===== config.mk =====
export PLATFORM = sky130hd
export DESIGN_NAME = fpu_muldiv_arbiter
export DESIGN_NICKNAME = d
export VERILOG_FILES = /design/src/rtl/fpu_muldiv_arbiter.sv
export SDC_FILE = /design/constraint.sdc
export NUM_CORES = 1
export LEC_CHECK = 0
export ABC_AREA = 1
export CORE_AREA = 4 4 109 111
export DETAILED_ROUTE_END_ITERATION = 10
export DIE_AREA = 0 0 113 115
export GPL_TIMING_DRIVEN = 0
export PLACE_DENSITY = 0.87
export SETUP_SLACK_MARGIN = 0.02
export SLEW_MARGIN = 20
export SYNTH_ARGS = -nofsm -noshare
export SYNTH_HDL_FRONTEND = slang
export SYNTH_SLANG_ARGS = --single-unit

===== constraint.sdc =====
create_clock -name clk -period 3.33 [get_ports clk]
set_clock_uncertainty 0.15 [all_clocks]
set_input_delay 0.333 -clock clk [delete_from_list [all_inputs] [get_ports clk]]
set_output_delay 0.333 -clock clk [all_outputs]
set_load 0.01 [all_outputs]

===== src/rtl/fpu_muldiv_arbiter.sv =====
// -----------------------------------------------------------------------------
// fpu_muldiv_arbiter
//
// Shares one 16-bit half-precision mul/div unit between NREQ requesters.
// Requests are granted round-robin and only one operation is in flight at a
// time. A granted operation is latched, the unit is started with a one-cycle
// md_start pulse, and its result and flags come back on a valid/ready response
// port tagged with the requester index. If the unit does not answer within
// TIMEOUT wait cycles, the operation is aborted and returned with rsp_err=1.
//
// Ports
//   clk, reset                 clock (rising edge), asynchronous active-high reset
//   req_valid_i / req_ready_o  per-requester request handshake; ready is a
//                              one-hot grant, raised only while idle
//   req_x_i, req_y_i           operands, requester i in bits [16*i+15:16*i]
//   req_op_i                   per-requester op: 0 = multiply, 1 = divide
//   md_start_o                 one-cycle start pulse to the unit
//   md_x_o, md_y_o, md_muldiv_o latched operands and op to the unit
//   md_done_i, md_result_i,    unit completion (sticky until next start),
//   md_ofuf_i                  result and flags (01 underflow, 10 overflow)
//   rsp_valid_o / rsp_ready_i  response handshake
//   rsp_id_o, rsp_result_o,    served requester, captured result and flags,
//   rsp_ofuf_o, rsp_err_o      timeout-abort flag
//
// Build option
//   FPU_ARB_ZERO_BYPASS_EN     when defined, a granted op with X or Y equal to
//                              zero skips the unit and responds directly with
//                              result 0 (ofuf=10 for nonzero/0 divide).
// -----------------------------------------------------------------------------
module fpu_muldiv_arbiter #(
  parameter int NREQ    = 4,
  parameter int IDW     = 2,
  parameter int TIMEOUT = 63
) (
  input  logic               clk,
  input  logic               reset,
  input  logic [NREQ-1:0]    req_valid_i,
  output logic [NREQ-1:0]    req_ready_o,
  input  logic [16*NREQ-1:0] req_x_i,
  input  logic [16*NREQ-1:0] req_y_i,
  input  logic [NREQ-1:0]    req_op_i,
  output logic               md_start_o,
  output logic [15:0]        md_x_o,
  output logic [15:0]        md_y_o,
  output logic               md_muldiv_o,
  input  logic               md_done_i,
  input  logic [15:0]        md_result_i,
  input  logic [1:0]         md_ofuf_i,
  output logic               rsp_valid_o,
  input  logic               rsp_ready_i,
  output logic [IDW-1:0]     rsp_id_o,
  output logic [15:0]        rsp_result_o,
  output logic [1:0]         rsp_ofuf_o,
  output logic               rsp_err_o
);

  localparam int CW = $clog2(TIMEOUT + 1);

  typedef enum logic [1:0] {
    S_IDLE,
    S_LAUNCH,
    S_WAIT,
    S_RESP
  } state_e;

  state_e         state_q;
  logic [IDW-1:0] rr_ptr_q;
  logic [IDW-1:0] rr_ptr_d;
  logic [CW-1:0]  wait_cnt_q;
  logic           md_start_q;
  logic [15:0]    md_x_q;
  logic [15:0]    md_y_q;
  logic           md_muldiv_q;
  logic           rsp_valid_q;
  logic [IDW-1:0] rsp_id_q;
  logic [15:0]    rsp_result_q;
  logic [1:0]     rsp_ofuf_q;
  logic           rsp_err_q;

  logic           win_found;
  logic [IDW-1:0] win_idx;
  logic [NREQ-1:0] grant_oh;
  logic           handshake;
  logic [15:0]    win_x;
  logic [15:0]    win_y;
  logic           win_op;
  logic           bypass;

  // Round-robin search: first valid requester starting at rr_ptr_q, wrapping.
  always_comb begin
    int cand;
    // NOTE: every signal written here gets a default first, so no path can
    // leave it unassigned and infer a latch.
    win_found = 1'b0;
    win_idx   = '0;
    cand      = 0;
    for (int k = 0; k < NREQ; k++) begin
      cand = int'(rr_ptr_q) + k;
      if (cand >= NREQ) cand = cand - NREQ;
      if (!win_found && req_valid_i[cand]) begin
        win_found = 1'b1;
        win_idx   = IDW'(cand);
      end
    end
  end

  // Grant is only offered while idle; held low during reset as well.
  always_comb begin
    grant_oh = '0;
    if (state_q == S_IDLE && !reset && win_found) grant_oh[win_idx] = 1'b1;
  end

  assign req_ready_o = grant_oh;
  // The winner is valid by construction, so any grant is a handshake.
  assign handshake   = |grant_oh;
  assign win_x       = req_x_i[16*win_idx +: 16];
  assign win_y       = req_y_i[16*win_idx +: 16];
  assign win_op      = req_op_i[win_idx];
  assign rr_ptr_d    = (win_idx == IDW'(NREQ - 1)) ? '0 : win_idx + 1'b1;

`ifdef FPU_ARB_ZERO_BYPASS_EN
  assign bypass = (win_x == 16'h0000) || (win_y == 16'h0000);
`else
  assign bypass = 1'b0;
`endif

  // NOTE: all state and registered outputs update with non-blocking
  // assignments so every flop samples the pre-edge values consistently.
  always_ff @(posedge clk or posedge reset) begin
    if (reset) begin
      state_q      <= S_IDLE;
      rr_ptr_q     <= '0;
      wait_cnt_q   <= '0;
      md_start_q   <= 1'b0;
      md_x_q       <= '0;
      md_y_q       <= '0;
      md_muldiv_q  <= 1'b0;
      rsp_valid_q  <= 1'b0;
      rsp_id_q     <= '0;
      rsp_result_q <= '0;
      rsp_ofuf_q   <= '0;
      rsp_err_q    <= 1'b0;
    end else begin
      md_start_q <= 1'b0;
      case (state_q)
        S_IDLE: begin
          if (handshake) begin
            md_x_q      <= win_x;
            md_y_q      <= win_y;
            md_muldiv_q <= win_op;
            rsp_id_q    <= win_idx;
            rr_ptr_q    <= rr_ptr_d;
            if (bypass) begin
              rsp_result_q <= 16'h0000;
              rsp_ofuf_q   <= (win_op && win_y == 16'h0000 && win_x != 16'h0000) ? 2'b10 : 2'b00;
              rsp_err_q    <= 1'b0;
              rsp_valid_q  <= 1'b1;
              state_q      <= S_RESP;
            end else begin
              md_start_q <= 1'b1;
              state_q    <= S_LAUNCH;
            end
          end
        end
        // md_done may still hold the previous op's sticky done here; ignore it.
        S_LAUNCH: begin
          wait_cnt_q <= '0;
          state_q    <= S_WAIT;
        end
        S_WAIT: begin
          wait_cnt_q <= wait_cnt_q + 1'b1;
          if (md_done_i) begin
            rsp_result_q <= md_result_i;
            rsp_ofuf_q   <= md_ofuf_i;
            rsp_err_q    <= 1'b0;
            rsp_valid_q  <= 1'b1;
            state_q      <= S_RESP;
          end else if (wait_cnt_q == CW'(TIMEOUT - 1)) begin
            // This is the TIMEOUT-th wait cycle without done: abort.
            rsp_result_q <= 16'h0000;
            rsp_ofuf_q   <= 2'b00;
            rsp_err_q    <= 1'b1;
            rsp_valid_q  <= 1'b1;
            state_q      <= S_RESP;
          end
        end
        S_RESP: begin
          if (rsp_ready_i) begin
            rsp_valid_q <= 1'b0;
            state_q     <= S_IDLE;
          end
        end
        default: state_q <= S_IDLE;
      endcase
    end
  end

  assign md_start_o   = md_start_q;
  assign md_x_o       = md_x_q;
  assign md_y_o       = md_y_q;
  assign md_muldiv_o  = md_muldiv_q;
  assign rsp_valid_o  = rsp_valid_q;
  assign rsp_id_o     = rsp_id_q;
  assign rsp_result_o = rsp_result_q;
  assign rsp_ofuf_o   = rsp_ofuf_q;
  assign rsp_err_o    = rsp_err_q;

endmodule


After elaboration in Yosys (flattened, before gate mapping)
Cells that the tools add are included.

word-level totals
  word-level logic and storage cells = 107
  output and inout bits = 60
  register bits = 66
  input port bits = 158

cells by class
  magnitude comparators = 10
  shift operators = 2
  reduce and logical (&&, ||, !) cells = 19
  eq/ne operators = 8
  add/sub/neg operators = 9
  mux-type cells = 47

operators by type and width
  kind                                                         number
  less-than comparator 32 x 4 -> 1 bit, second input constant  4
  two-way mux 32 bit                                           4
  indexed part select 64 x 7 -> 16 bit                         2
  two-way mux 16 bit                                           2
  two-way mux 2 bit                                            11
  two-way mux 1 bit                                            20
  case mux 6 bit (2 select lines)                              1
  subtractor 3 x 3 -> 4 bit, second input constant             3
  binary-select mux 1 bit (select 2 bit)                       5
  greater-or-equal comparator 3 bit, second input constant     3
  case mux 2 bit (4 select lines)                              1
  adder 2 x 2 -> 3 bit, second input constant                  2
  adder 6 x 1 -> 6 bit, second input constant                  1
  == test 2 bit, second input constant                         3
  == test 6 bit, second input constant                         1
  logical AND 1 bit                                            6
  AND reduction 3 bit                                          2
  nonzero test 2 bit                                           3
  logical NOT 1 bit                                            4
  two-way mux 4 bit                                            1
  inequality test 2 bit, second input constant                 2
  AND reduction 2 bit                                          2
  OR reduction 4 bit                                           1
  subtractor 2 x 3 -> 4 bit, second input constant             1
  other kinds (10)                                             10

Depth between registers and ports, before layout
  depth after elaboration = 23
  depth in mapped cells = 20

Worst setup path after synthesis
OpenSTA, ideal clock, no wires.

  path type = register to register
  start point = register rr_ptr_q[0]
  end point = register md_x_q[0], in the netlist md_x_o[0]
  setup slack = 899 ps
  required time = 3063 ps
  buffers on the path = 3
  arrival time = 2164 ps
  stages on the path, launching flop included = 21
  library setup time = 117 ps
  cell sequence = dfrtp_1 > buf_6 > nand2_1 > nand2_1 > nand2_1 > nand2_1 > nor2_2 > nand2_1 > nor2_2 > nor2_4 > inv_2 > buf_2 > ha_1 > inv_1 > nand2_1 > nand2_1 > nand2_2 > inv_2 > buf_4 > nand2_1 > nand2_1

on the way
  word-level cells in the longest chain between the ends = 22
  elaborated cells between the ends (all ways) = 51
  those cells by class = add/sub (7); order compare (6); shift (1); mux (27); reduce/logical (10)

RTL lines
  element                                                                             RTL line  RTL
  from (decl)                                                                         67        logic [IDW-1:0] rr_ptr_q;
  from (signal assigned)                                                              152       rr_ptr_q <= rr_ptr_d;
  parallel branches: the longest is 22 deep, another holds subtractor 3 x 3 -> 4 bit  -
  to (signal assigned)                                                                148       md_x_q <= win_x;
  to (decl)                                                                           71        logic [15:0] md_x_q;

Several ways; the timed one is not identified. The select of a mux whose other input is x is not followed.
A chain may end at the register's enable or synchronous reset.

Final worst setup path
  start point = register rr_ptr_q[0]
  end point = output req_ready_o[3]

on the way
  word-level cells in the longest chain between the ends = 20
  elaborated cells between the ends (all ways) = 48
  those cells by class = add/sub (7); order compare (6); mux (27); reduce/logical (8)

RTL lines
  element                                                                             RTL line  RTL
  parallel branches: the longest is 19 deep, another holds subtractor 3 x 3 -> 4 bit  -
  two-way mux 4 bit (*)                                                               110       if (state_q == S_IDLE && !reset && win_found) grant_oh[win_idx] = 1'b1;
  to (decl)                                                                           38        output logic [NREQ-1:0] req_ready_o,

Every way passes the cells marked *. The select of a mux whose other input is x is not followed.

==> metrics.sh <==
RUN_STATUS='completed'
DIE_Y_UM=115
SYNTHESIS.AREA_PER_INSTANCE_UM2=6.43
YOSYSWARNINGCOUNT=0
DRIVE_GT1_SHARE_PCT=6.44
POWER_DENSITY_nW_PER_UM2=1080
WORST_SLEW_MARGIN_REL_PCT=59.8
SYNTH-EDFF-COUNT=0
TIMING.FMAX_GHz=0.326
TIMING.CRITICAL_PATH.MODE_CELL='sky130_fd_sc_hd__nand2_1'
GLOBALROUTEMET1UTIL_PCT=30.8
TIMING.CRITICAL_PATH.BUF_INV=5
SEQPWRFRAC_PCT=17.9
POST_CTS_BUFFERS=0
MIN-DELAY-PATH-CLASS='input pin to async pin'
NUMBER_OF_ANTENNA_VIOLATIONS_AT_THE_FIRST_CHECK_IN_GLOBAL_ROUTING=0
FINAL_MIN_PERIOD_OVER_CLOCK_PERIOD_PCT=92.2
TOTALPOWERFINAL_uW=7690
FINALSETUPTNS_NS=0
TIMING.CRITICAL_PATH.TO_TYPE='output pin'
DETAILROUTE.VIA_COUNT=5267
ROUTEDWLPERCELL_UM=15.2
POWER.SWITCHING_FRACTION_PCT=50.1
DIE_WIDTH_UM=113
P_SWITCHING_uW=3850
WORSTREG2REGEND='md_y_o[3]$_DFFE_PP0P_'
POWER.SHARE.CLOCK_PCT=10.8
RSZ0062_AT_GRT='false'
FLOORPLAN.IO_PINS=218
CRITICAL_PATH.TOP_DELAY_FAMILY='buffers and inverters'
GP_CONGESTION=0.843
PRECTSSETUPSLACK_NS=-0.0529
TOTAL_STANDARD_CELL_AREA_AFTER_SYNTHESIS_UM2=4480
CP_LAUNCH_POINT='rr_ptr_q[0]$_DFFE_PP0P_'
SLOWEST_DELAY_NS=0.41
NUM_ROWS=38
CELLLEAKAGEPOWER_uW=0.00383
FIN_NETS=1092
CTS_ROOT_BUFFER='sky130_fd_sc_hd__clkbuf_8'
TIMING.RR.START='rr_ptr_q[0]$_DFFE_PP0P_'
FIRSTDRTPASSITERS=5
INSERTION_DELAY_NS=0.34
WORSTSETUPENDPOINT='req_ready_o[3]'
MET2_USAGE_PCT=42.1
CLOCK_SLEW_SEEN_BY_THE_REGISTERS_OF_THE_WORST_SETUP_AND_HOLD_PATHS_NS=0.07
INITIAL_CORE_UTIL_PCT=41.5
FINAL-MAX-SLEW-VIOLATION-COUNT=0
LAYOUT_MIN_CYCLE_TIME_NS=3.07
HOLD_VIOL=0
GRT_PASS1_WL_MM=25.5
IRDROPWORSTVDD_uV=618
TIMING.CRITICAL_PATH.FANOUT_MAX=10
SETUP_VIOL=0
MET3_USAGE_PCT=4.95
DETAIL_ROUTE.WIRELENGTH_MM=16.3
OVERFLOW=0
HTREE_LEVELS=3
ANTENNA-DIODE-COUNT=0
POWER_FRAC_COMB_PCT=71.3
WORSTMARGINPINSLEW_NS=0.604
WORSTREGTOREGCELLS=19
HOLDWS_NS=0.222
ROUTING_LAYER_WITH_THE_TOP_USAGE_IN_GLOBAL_ROUTE='met2'
BUFFER_PORTS.INSERTED=217
WORST_PATH_CELL_TRACE='buf_6, nand2_1, nand2_1, nand2_1, nand2_1, a21oi_1, nand2_1, nand2_2, buf_4, inv_1, ha_1, inv_1, nor2_1, dlygate4sd2_1'
PROPORTION_OF_SYNTHESIZED_CHIP_AREA_IN_SEQUENTIAL_CELLS_PCT=36.8
GRT_USAGE_PCT=24.8
SYNTHESIS.INSTANCES=697
TRITONCTS.NUM_BUFFERS=9
GRT_MAX_DEGREE=44
WORST-PATH-STAGES=14
TRITONCTS='built'
SETUP.REG_TO_REG.WORST_SLACK_NS=0.44
FINALWORSTSETUPSLACK_NS=0.260
INITIALDRTVIOLATIONCOUNT=472
DP_HPWL_MM=12.3
DRT.ANTENNA.VIOLATING_NETS=0
PLACEABLE_AREA_UM2=10800
SYNTHESIS.NETS=863
DIE_AREA_UM2=13000
POWER.INTERNAL_uW=3840
AREA_DELTA_SYNTH_FINAL_PCT=58.7
WP_DATA_ARRIVAL_NS=2.59
MAX_CAP_VIOLATIONS=0
SYNTH_TOP_FLOP_CELL='sky130_fd_sc_hd__dfrtp_1'
CRITICAL_PATH.SLOWEST_CELL='sky130_fd_sc_hd__dfrtp_1'
CLOCK_SINKS=66
GRT_PASS1_VIAS=5186
ASYNC_RESET_FF_SHARE_PCT=100
WORST-SETUP-PATH-TYPE='flip-flop to output pin'
CLK_PATH_BUF_DEPTH=2
SYNTH_SEQ_CELLS=66
DETAIL_ROUTE.VIAS_PER_CELL=4.92
DRCVIOLATIONCOUNT=0
TIMING.CRITICAL_PATH.REQUIRED_NS=2.85
START_KIND='flip-flop'
SYNTH_CELL_TYPE_COUNT=28
-- worst reg2reg max path, delay by kind of cell (launching register included) --
family                     cells  cell delay [ns]
DFF                            1             0.41
adders and majority gates      1             0.20
buffers and inverters          6             0.90
AOI/OAI and AO/OA              1             0.13
and+or+nand+nor               11             1.02
-- worst min-delay path by stage --
| stage | startpoint | end | slack [ns] | cells after the start |
|---|---|---|---|---|
| 2_1_floorplan | state_q[0]$_DFFE_PP0P_ | state_q[0]$_DFFE_PP0P_ | 0.32 | 2 |
| 3_3_place_gp | md_y_o[10]$_DFFE_PP0P_ | md_y_o[10]$_DFFE_PP0P_ | 0.31 | 2 |
| 3_5_place_dp | rsp_id_o[0]$_DFFE_PP0P_ | rsp_id_o[0]$_DFFE_PP0P_ | 0.31 | 2 |
| 4_1_cts | reset | md_muldiv_o$_DFFE_PP0P_ | 0.20 | 2 |
| 5_1_grt | reset | rr_ptr_q[1]$_DFFE_PP0P_ | 0.23 | 2 |
| 6_report | reset | md_muldiv_o$_DFFE_PP0P_ | 0.22 | 2 |
-- what timing repair did --
item                       4_1_cts  5_1_grt
resized for setup                5        4
hold buffers                     0        0
setup endpoints to repair        2        4
pin swaps                        0        1
-- cell families (layout without fill, tap and decap cells) --
kind of cell             after synthesis  in the layout  share of synthesized area (%)
buffers and inverters                132            366                           13.0
adder cells (fa/ha/maj)                8              8                           2.23
flip-flops                            66             66                           36.8
AO/OA/AOI/OAI                         32             32                           5.30
AND/OR/NAND/NOR                      459            459                           42.6
-- through the flow --
stage	util [%]	area, um^2	instances
after floorplan	-	4480	697
after global placement	63.3	6830	1054
after detailed placement	63.5	6850	1055
after CTS	65.8	7100	1071
after global routing	65.9	7120	1071
final	65.9	7120	1071
-- flip-flops by register name, indices dropped and copies added (netlist names) --
signal	flops
wait_cnt_q	6
rsp_err_o	1
md_x_o	16
rsp_id_o	2
state_q	2
rsp_result_o	16
md_y_o	16
rsp_ofuf_o	2
rr_ptr_q	2
md_start_o	1
rsp_valid_o	1
md_muldiv_o	1
-- power groups by stage --
stage	registers (uW)	logic, uW	clock network (uW)
after floorplan	1510	3300	0
after global placement	1370	5290	0
after detailed placement	1380	5400	0
after CTS	1370	5470	853
after global routing	1420	6080	889
final	1370	5480	833
-- synthesized netlist by cell type (5+ instances only) --
| master | n | area, um^2 |
|---|---|---|
| sky130_fd_sc_hd__nand2_1 | 321 | 1200 |
| sky130_fd_sc_hd__buf_6 | 5 | 56.3 |
| sky130_fd_sc_hd__nand3_1 | 107 | 536 |
| sky130_fd_sc_hd__buf_2 | 16 | 80.1 |
| sky130_fd_sc_hd__buf_4 | 8 | 60.1 |
| sky130_fd_sc_hd__nor2_1 | 13 | 48.8 |
| sky130_fd_sc_hd__clkbuf_1 | 7 | 26.3 |
| sky130_fd_sc_hd__inv_1 | 89 | 334 |
| sky130_fd_sc_hd__o21ai_0 | 8 | 40.0 |
| sky130_fd_sc_hd__a22o_1 | 18 | 158 |
| sky130_fd_sc_hd__nand2_2 | 5 | 31.3 |
| sky130_fd_sc_hd__dfrtp_1 | 66 | 1650 |
| sky130_fd_sc_hd__ha_1 | 8 | 100 |
-- placed cells by master (no fill, tap or decap), drive strengths merged --
cell / instances
ha: 8
a21boi: 1
or2: 1
clkbuf: 17
nand2: 326
o21ai: 8
nor2: 16
clkdlybuf4s50: 213
nor3b: 3
buf: 31
nor3: 4
clkinv: 2
dlygate4sd2: 1
bufinv: 3
a41oi: 1
o21a: 1
a22o: 18
dlymetal6s2s: 3
nand3b: 1
inv: 94
a21oi: 2
clkinvlp: 2
a31oi: 1
nand3: 108
dfrtp: 66
-- routing by layer --
metal / up-vias / routed length (um)
met5: - / 0
met4: 0 / 522
met3: 38 / 1190
met2: 222 / 7960
met1: 2399 / 6640
li1: 2608 / -
-- cell type report --
cell class | instances | area [um^2]
fillers | 954 | 3680
multi-input cells | 499 | 2250
repair buffers | 218 | 2200
flip-flops and latches | 66 | 1650
inverters | 95 | 362
plain buffers | 37 | 235
well taps | 140 | 175
clock buffers | 10 | 128
clock inverters | 6 | 114
Power figures use the tool's default switching activity.
